$ cat src/rtl/mem_port_arbiter.sv
// Shares one single-ported memory bus between instruction fetch (IF) and load/store (MEM), one transaction at a time.
// Latency: at least 3 cycles from request to valid (arbitration, bus grant, bus response), plus any bus delay.
// Backpressure: a requester is stalled until its valid pulse; MEM priority is capped at MAX_MEM_RUN grants while IF waits.
module mem_port_arbiter #(
    parameter int AW          = 32,
    parameter int DW          = 32,
    parameter int MAX_MEM_RUN = 4,
    parameter int TIMEOUT     = 255
) (
    input  logic            clk,
    input  logic            reset_n,
    input  logic            if_req,
    input  logic [AW-1:0]   if_addr,
    input  logic            flush,
    output logic            if_valid,
    output logic [DW-1:0]   if_rdata,
    input  logic            mem_req,
    input  logic            mem_we,
    input  logic [AW-1:0]   mem_addr,
    input  logic [DW-1:0]   mem_wdata,
    input  logic [DW/8-1:0] mem_be,
    output logic            mem_valid,
    output logic [DW-1:0]   mem_rdata,
    output logic            stall_if,
    output logic            stall_mem,
    output logic            bus_err,
    output logic            bus_req,
    output logic            bus_we,
    output logic [AW-1:0]   bus_addr,
    output logic [DW-1:0]   bus_wdata,
    output logic [DW/8-1:0] bus_be,
    input  logic            bus_gnt,
    input  logic            bus_rvalid,
    input  logic [DW-1:0]   bus_rdata
);

    localparam int RW = $clog2(MAX_MEM_RUN + 1);
    localparam int TW = $clog2(TIMEOUT + 1);

    typedef enum logic [1:0] {ST_IDLE, ST_REQ, ST_WAIT} state_t;
    typedef enum logic {OWN_IF, OWN_MEM} owner_t;

    state_t        state;
    owner_t        owner;
    logic          drop;
    logic [RW-1:0] run_cnt;
    logic [TW-1:0] to_cnt;

    logic arb_en;
    logic mem_win;
    logic if_win;
    logic done;
    logic timed_out;
    logic if_flushed;

    // No grant during a valid pulse: the requester's signals still describe the request just completed.
    assign arb_en     = (state == ST_IDLE) && !if_valid && !mem_valid;
    assign mem_win    = mem_req && (!if_req || (run_cnt < RW'(MAX_MEM_RUN)));
    assign if_win     = !mem_win && if_req && !flush;
    assign timed_out  = (to_cnt == TW'(TIMEOUT));
    assign done       = (state == ST_WAIT) && (bus_rvalid || timed_out);
    assign if_flushed = drop || flush;

    assign bus_req   = (state == ST_REQ);
    assign stall_if  = if_req & ~if_valid;
    assign stall_mem = mem_req & ~mem_valid;

    always_ff @(posedge clk or negedge reset_n) begin
        if (!reset_n) begin
            state     <= ST_IDLE;
            owner     <= OWN_IF;
            drop      <= 1'b0;
            run_cnt   <= '0;
            to_cnt    <= '0;
            if_valid  <= 1'b0;
            if_rdata  <= '0;
            mem_valid <= 1'b0;
            mem_rdata <= '0;
            bus_err   <= 1'b0;
            bus_we    <= 1'b0;
            bus_addr  <= '0;
            bus_wdata <= '0;
            bus_be    <= '0;
        end else begin
            if_valid  <= 1'b0;
            mem_valid <= 1'b0;
            bus_err   <= 1'b0;
            case (state)
                ST_IDLE: begin
                    if (arb_en) begin
                        if (if_win || !if_req) begin
                            run_cnt <= '0;
                        end else if (mem_win) begin
                            run_cnt <= run_cnt + RW'(1);
                        end
                        if (mem_win) begin
                            owner     <= OWN_MEM;
                            bus_we    <= mem_we;
                            bus_addr  <= mem_addr;
                            bus_wdata <= mem_wdata;
                            bus_be    <= mem_be;
                            state     <= ST_REQ;
                        end else if (if_win) begin
                            owner     <= OWN_IF;
                            bus_we    <= 1'b0;
                            bus_addr  <= if_addr;
                            bus_wdata <= '0;
                            bus_be    <= '1;
                            state     <= ST_REQ;
                        end
                    end
                end
                ST_REQ: begin
                    if (flush && owner == OWN_IF) begin
                        drop <= 1'b1;
                    end
                    if (bus_gnt) begin
                        state  <= ST_WAIT;
                        to_cnt <= '0;
                    end
                end
                ST_WAIT: begin
                    if (done) begin
                        state   <= ST_IDLE;
                        drop    <= 1'b0;
                        bus_err <= !bus_rvalid;
                        // A lost response completes with zero data so the requester is never left hanging.
                        if (owner == OWN_MEM) begin
                            mem_valid <= 1'b1;
                            if (!bus_we) begin
                                mem_rdata <= bus_rvalid ? bus_rdata : '0;
                            end
                        end else if (!if_flushed) begin
                            if_valid <= 1'b1;
                            if_rdata <= bus_rvalid ? bus_rdata : '0;
                        end
                    end else begin
                        to_cnt <= to_cnt + TW'(1);
                        if (flush && owner == OWN_IF) begin
                            drop <= 1'b1;
                        end
                    end
                end
                default: state <= ST_IDLE;
            endcase
        end
    end

endmodule

$ cat config.mk
export PLATFORM = sky130hd
export DESIGN_NAME = mem_port_arbiter
export DESIGN_NICKNAME = d
export VERILOG_FILES = /design/src/rtl/mem_port_arbiter.sv
export SDC_FILE = /design/constraint.sdc
export NUM_CORES = 1
export LEC_CHECK = 0
export CORE_ASPECT_RATIO = 2
export CORE_UTILIZATION = 40
export CTS_CLUSTER_DIAMETER = 120
export DETAILED_ROUTE_END_ITERATION = 8
export PLACE_DENSITY = 0.78
export SKIP_LAST_GASP = 1
export SLEW_MARGIN = 5
export SYNTH_ARGS = -nofsm -noshare
export SYNTH_HDL_FRONTEND = slang
export SYNTH_SLANG_ARGS = --single-unit
$ cat constraint.sdc
create_clock -name clk -period 4.98 [get_ports clk]
set_clock_uncertainty 0.1 [all_clocks]
set_input_delay 0.996 -clock clk [delete_from_list [all_inputs] [get_ports clk]]
set_output_delay 0.996 -clock clk [all_outputs]
set_load 0.05 [all_outputs]
==> run_results.csv, run 1 <==
group,metric,value,unit
synthesis,synth_compound_area_frac,0.217,
critical_path,path_buf_inv,2,
synthesis,synthArstFlopShare,1.00,
worst_hold_path,hp-class,"flop to flop",
timing,relSlewSlack,0.342,
timing,tns,0,ps
drt,drtPass1Iterations,4,
global_route,grt_pass1_wl,29300,um
clock_tree,ctsHoldBuffers,0,
critical_path,crit_slowest_cell,"clkdlybuf4s50_1",
synthesis,avgSynthCellArea,11.8,um^2
critical_path,start_kind,"primary input",
global_route,antenna_found_initial,0,
layout,seqCellArea,3780,um^2
drt,vias_per_cell,5.35,
layout,stdcell_count,980,
clock_tree,clock_latency,420,ps
floorplan,die_area,15400,um^2
clock_tree,ctsResizeCount,0,
drt,routed_wl,18300,um
critical_path,path_max_fanout,7,
power_and_ir_drop,seqPwrFrac,0.287,
synthesis,synth_top_family_by_area,"compound AO/OA/AOI/OAI gates",
timing,rsz0062_at_grt,"no",
global_route,grt_use_total,0.248,
synthesis,synth-simple-area-share,0.103,
layout,area_growth,59.5,%
drt,drt_iter0_drc,192,
run_status,status,"finished, final reports clean",
synthesis,ys_seq_elements,151,
power_and_ir_drop,p_per_area,750,nW/um^2
critical_path,required,3880,ps
power_and_ir_drop,internal-power,0.00383,W
power_and_ir_drop,p_comb_frac,0.533,
drt,wire_per_inst,18.7,um
power_and_ir_drop,swShare,0.463,
place,place.gp.congestion,0.802,
synthesis,synthCells,506,
critical_path,path_cells,"clkdlybuf4s50_1, nor2b_1, clkdlybuf4s50_1",
power_and_ir_drop,switchingPower,0.00331,W
floorplan,core_area,14400,um^2
layout,nets,921,
clock_tree,clock-sinks,151,
synthesis,ys_seq_area_frac,0.634,
synthesis,synthMuxAreaShare,0.00378,
synthesis,synth_nets,652,
critical_path,rrSetupSlack,2340,ps
drt,ant_nets,0,
timing,tightest_slew,986,ps
floorplan,rows,62,
critical_path,crit_path_end_kind,"output pin",
power_and_ir_drop,peakVddDrop,0.529,mV
critical_path,cp_common_cell,"clkdlybuf4s50_1",
clock_tree,clk_path_buf_depth,2,
drt,drc,0,
timing,hold_violations,0,
floorplan,die_h,175,um
power_and_ir_drop,leakage,4.18,nW
synthesis,ys.flop_type,"dfrtp_1",
timing,period_needed,3710,ps
timing,clock.fmax,270,MHz
timing,fin_hold_ws,396,ps
clock_tree,post_cts_buffers,0,
clock_tree,htree_levels,4,
place,dpl.hpwl,13000,um
place,dp_cells,948,
synthesis,yosysWarningCount,0,
timing,drv_slew,0,
global_route,gr-total-overflow,0,
timing,setup_viol,0,
power_and_ir_drop,p_clk_frac,0.179,
critical_path,max_stage_delay,810,ps
place,port_buffers,278,
global_route,grt_max_degree,115,
layout,fillers,1138,
clock_tree,cts_root_buf,"clkbuf_16",
critical_path,critPathKind,"primary input to output pin",
drt,vias,5245,
clock_tree,cts_tree,"yes",
floorplan,ios,279,
critical_path,worstPathArrival,2610,ps
clock_tree,clk_transition_reported_paths,70,ps
floorplan,die_x,88.3,um
synthesis,synth_edf_count,0,
synthesis,syn-cell-area,5960,um^2
global_route,grt_pass1_vias,5840,
synthesis,synthXorXnorAreaFrac,0,
floorplan,start_util,0.413,
run,drv_cap,0,
synthesis,synth.distinct_cells,40,
clock_tree,numCtsBuffers,17,
critical_path,crit_family,"buffers and inverters",
synthesis,synth_fa_ha_area_frac,0.0126,
layout,antenna_cells,0,
layout,multi_input_area,2020,um^2
timing,period_share,0.745,
layout,drive_gt1_frac,0.0609,
registers in the layout, indices dropped and copies added (netlist names):
name and flops:
to_cnt 8, bus_be 4, mem_rdata 32, if_rdata 32
owner 1, bus_wdata 32, bus_addr 32, state 2
bus_err 1, drop 1, if_valid 1, bus_we 1
mem_valid 1, run_cnt 3
kinds of logic (layout without fill, tap and decap cells):
| family | count (synthesis) | count (layout) |
|---|---|---|
| buffers and inverters | 43 | 325 |
| multiplexers | 2 | 2 |
| AND/OR/NAND/NOR | 142 | 142 |
| adder cells (fa/ha/maj) | 6 | 6 |
| flip-flops | 151 | 151 |
| AO/OA/AOI/OAI | 162 | 162 |
cell usage in the layout (no fill, tap or decap), drive strengths merged, types with 9 or more instances in the layout:
master / Yosys / layout
a22o: 100 / 100
nand2: 76 / 76
a31oi: 34 / 34
inv: 6 / 9
buf: 12 / 10
clkdlybuf4s50: 0 / 277
nor2: 36 / 36
dfrtp: 151 / 151
clkbuf: 25 / 19
layout make-up:
class	count	share of cell area
Timing Repair Buffer	287	0.301
Clock inverter	13	0.0153
Clock buffer	19	0.0466
Sequential cell	151	0.397
Inverter	6	0.00237
Multi-Input combinational cell	312	0.212
Tap cell	192	0.0253
worst paths after layout:
check | from | end | cells past startpoint
setup / recovery | if_req | stall_if | 3
hold / removal | bus_be[3]$_DFFE_PN0P_ | bus_be[3]$_DFFE_PN0P_ | 1
setup reg to reg | state[0]$_DFFE_PN0P_ | bus_addr[5]$_DFFE_PN0P_ | 7
hold reg to reg | bus_be[3]$_DFFE_PN0P_ | bus_be[3]$_DFFE_PN0P_ | 1
max in group asynchronous | reset_n | bus_addr[11]$_DFFE_PN0P_ | 2
min in group asynchronous | reset_n | if_rdata[2]$_DFFE_PN0P_ | 1
power groups by stage:
stage          clock, W  sequential, W  combinational, W
6_report        0.00128        0.00205           0.00381
5_1_grt         0.00135        0.00211           0.00398
4_1_cts         0.00131        0.00205           0.00384
3_5_place_dp          0        0.00205           0.00382
3_3_place_gp          0        0.00203           0.00376
2_1_floorplan         0        0.00367          0.000819
Yosys cell counts (2+ instances only):
master	count	share of area
a21oi_1	3	0.0025
nand2_1	76	0.048
o21ai_0	7	0.0059
a22o_1	100	0.15
o22a_1	4	0.0059
or4_1	2	0.0025
buf_2	11	0.0092
a31oi_1	34	0.036
nor2_1	35	0.022
nand4_1	2	0.0021
nor3_1	3	0.0025
o31ai_1	3	0.0038
and3_1	3	0.0031
mux2_1	2	0.0038
nor2b_1	4	0.0042
nand2b_1	2	0.0021
inv_1	6	0.0038
dfrtp_1	151	0.63
nand3_1	8	0.0067
clkbuf_1	25	0.016
ha_1	6	0.013
layer usage:
metal,vias to the layer above,share of wire,GRT usage
met5,-,0,0
met4,0,0.033,0.117
met3,39,0.085,0.0817
met2,244,0.53,0.429
met1,2573,0.35,0.266
li1,2389,-,-
stage by stage:
step	power, W	utilization	setup slack, ps	cell area, um^2
floorplan	0.00449	-	2180	5960
global placement	0.00579	0.619	1280	8920
detailed placement	0.00588	0.619	1270	8920
CTS	0.00720	0.659	1270	9510
global route	0.00744	0.659	1160	9510
finish	0.00714	0.659	1270	9510
Note: power is estimated with default switching activity, not from simulation.
==> inputs of run 2 (changes only) <==
==> constraint.sdc (replaced) <==
create_clock -name clk -period 3.8 [get_ports clk]
set_clock_uncertainty 0.1 [all_clocks]
set_input_delay 0.76 -clock clk [delete_from_list [all_inputs] [get_ports clk]]
set_output_delay 0.76 -clock clk [all_outputs]
set_load 0.05 [all_outputs]
==> run 2 against run 1 <==
  * Die area unchanged
  * Power increased by 31%
  * Clock-buffer cell count did not move
  * Sequential power rose by 31%
  * Wire length increased by 0.98%
  * Critical path depth unchanged
  * Worst setup slack worse by 700 ps
  * Sequential share of layout area is essentially flat
  * Largest power group unchanged
  * Register-to-register slack lost 1100 ps
  * Cell count grew 0.10%
  * Utilization about the same
  * Critical path type unchanged
==> run_results.csv, run 2 (same netlist as run 1, synthesis figures left out) <==
group,metric,value,unit
run_status,status,"finished, final reports clean",
drt,drc,0,
power_and_ir_drop,p_clk_frac,0.179,
drt,vias_per_cell,5.42,
timing,drv_slew,0,
clock_tree,cts_tree,"yes",
critical_path,critPathKind,"primary input to output pin",
critical_path,required,2940,ps
timing,hold_violations,0,
power_and_ir_drop,seqPwrFrac,0.287,
layout,stdcell_count,981,
floorplan,rows,62,
critical_path,rr_worst_depth,6,
drt,routed_wl,18500,um
critical_path,worstPathArrival,2370,ps
timing,tns,0,ps
timing,relSlewSlack,0.400,
floorplan,die_area,15400,um^2
critical_path,rrSetupSlack,1280,ps
clock_tree,clk_path_buf_depth,2,
global_route,grt_pass1_wl,28600,um
drt,wire_per_inst,18.8,um
critical_path,r2r-end,"to_cnt[4]$_DFFE_PN0P_",
timing,setup_viol,0,
floorplan,ios,279,
global_route,grt_max_degree,102,
place,dp_cells,949,
clock_tree,clk_transition_reported_paths,60,ps
layout,fillers,1111,
global_route,gr-total-overflow,0,
clock_tree,ctsHoldBuffers,0,
layout,final_core_util,0.660,
layout,nets,922,
clock_tree,htree_levels,4,
timing,period_share,0.849,
power_and_ir_drop,peakVddDrop,0.610,mV
floorplan,die_h,175,um
global_route,grt_pass1_vias,5704,
place,dpl.hpwl,13100,um
timing,rsz0062_at_grt,"no",
power_and_ir_drop,p_comb_frac,0.534,
run,drv_cap,0,
global_route,antenna_found_initial,0,
worst_hold_path,hp-class,"primary input to async pin",
layout,area_growth,59.6,%
power_and_ir_drop,internal-power,0.00501,W
clock_tree,post_cts_buffers,0,
global_route,grt_use_total,0.246,
place,place.gp.congestion,0.817,
critical_path,r2r_start,"state[0]$_DFFE_PN0P_",
floorplan,die_x,88.3,um
power_and_ir_drop,leakage,4.18,nW
critical_path,path_max_fanout,7,
timing,period_needed,3230,ps
drt,drtPass1Iterations,4,
layout,final_common_cell,"clkdlybuf4s50_1",
drt,ant_nets,0,
critical_path,start_kind,"primary input",
critical_path,crit_path_end_kind,"output pin",
power_and_ir_drop,p_per_area,983,nW/um^2
power_and_ir_drop,switchingPower,0.00434,W
clock_tree,numCtsBuffers,17,
floorplan,start_util,0.413,
layout,mostFrequentLayoutCells,"clkdlybuf4s50_1, dfrtp_1, a22o_1, nand2_1, nor2_1",
drt,vias,5313,
timing,clock.fmax,310,MHz
layout,drive_gt1_frac,0.0621,
power_and_ir_drop,swShare,0.464,
clock_tree,cts_root_buf,"clkbuf_16",
timing,tightest_slew,900,ps
clock_tree,clock_latency,420,ps
layout,antenna_cells,0,
clock_tree,clock-sinks,151,
drt,drt_iter0_drc,184,
floorplan,core_area,14400,um^2
place,port_buffers,278,
clock_tree,ctsResizeCount,0,
[run 2: changes by cell type in the layout (fill, tap and decap cells not counted)]
cell        change
buf_4           +1
clkinv_4        -3
clkinvlp_4      +1
inv_6           +2
[run 2: stage by stage]
| step | total power, W | hold slack [ps] | setup WS, ps | instance area, um^2 |
|---|---|---|---|---|
| CTS | 0.00943 | 384 | 591 | 9520 |
| floorplan | 0.00589 | 364 | 1470 | 5960 |
| global placement | 0.00759 | 370 | 587 | 8930 |
| finish | 0.00936 | 355 | 574 | 9520 |
| detailed placement | 0.00770 | 380 | 590 | 8930 |
| global route | 0.00976 | 415 | 504 | 9520 |
[run 2: worst max path at each step]
stage	start	cells after the start	to
6_report	if_req	3	stall_if
5_1_grt	if_req	3	stall_if
4_1_cts	if_req	3	stall_if
3_5_place_dp	if_req	3	stall_if
3_3_place_gp	if_req	3	stall_if
2_1_floorplan	if_req	1	stall_if
[run 2: routing by layer]
metal  track usage  vias up  part of all wire
li1              -     2388                 -
met1         0.248     2622              0.34
met2         0.431      259              0.52
met3        0.0945       44             0.096
met4         0.116        0             0.038
met5             0        -                 0
[run 2: worst max-delay path, cell delays in order]
cell	delay [ps]
clkdlybuf4s50_1	620
nor2b_1	170
clkdlybuf4s50_1	810
[run 2: final cells by class]
type	count	area, um^2	share of cell area
clock buffer	19	443	0.0465
clock inverter	13	144	0.0151
inverter	6	22.5	0.00237
multi-input combinational	312	2020	0.212
sequential	151	3780	0.397
tap	192	240	0.0252
timing repair buffer	288	2870	0.302
[run 2: power groups by stage]
stage	logic, W	clock network [W]	registers, W
2_1_floorplan	0.00107	0	0.00481
3_3_place_gp	0.00493	0	0.00266
6_report	0.00499	0.00168	0.00268
5_1_grt	0.00521	0.00178	0.00276
4_1_cts	0.00503	0.00172	0.00268
3_5_place_dp	0.00501	0	0.00269
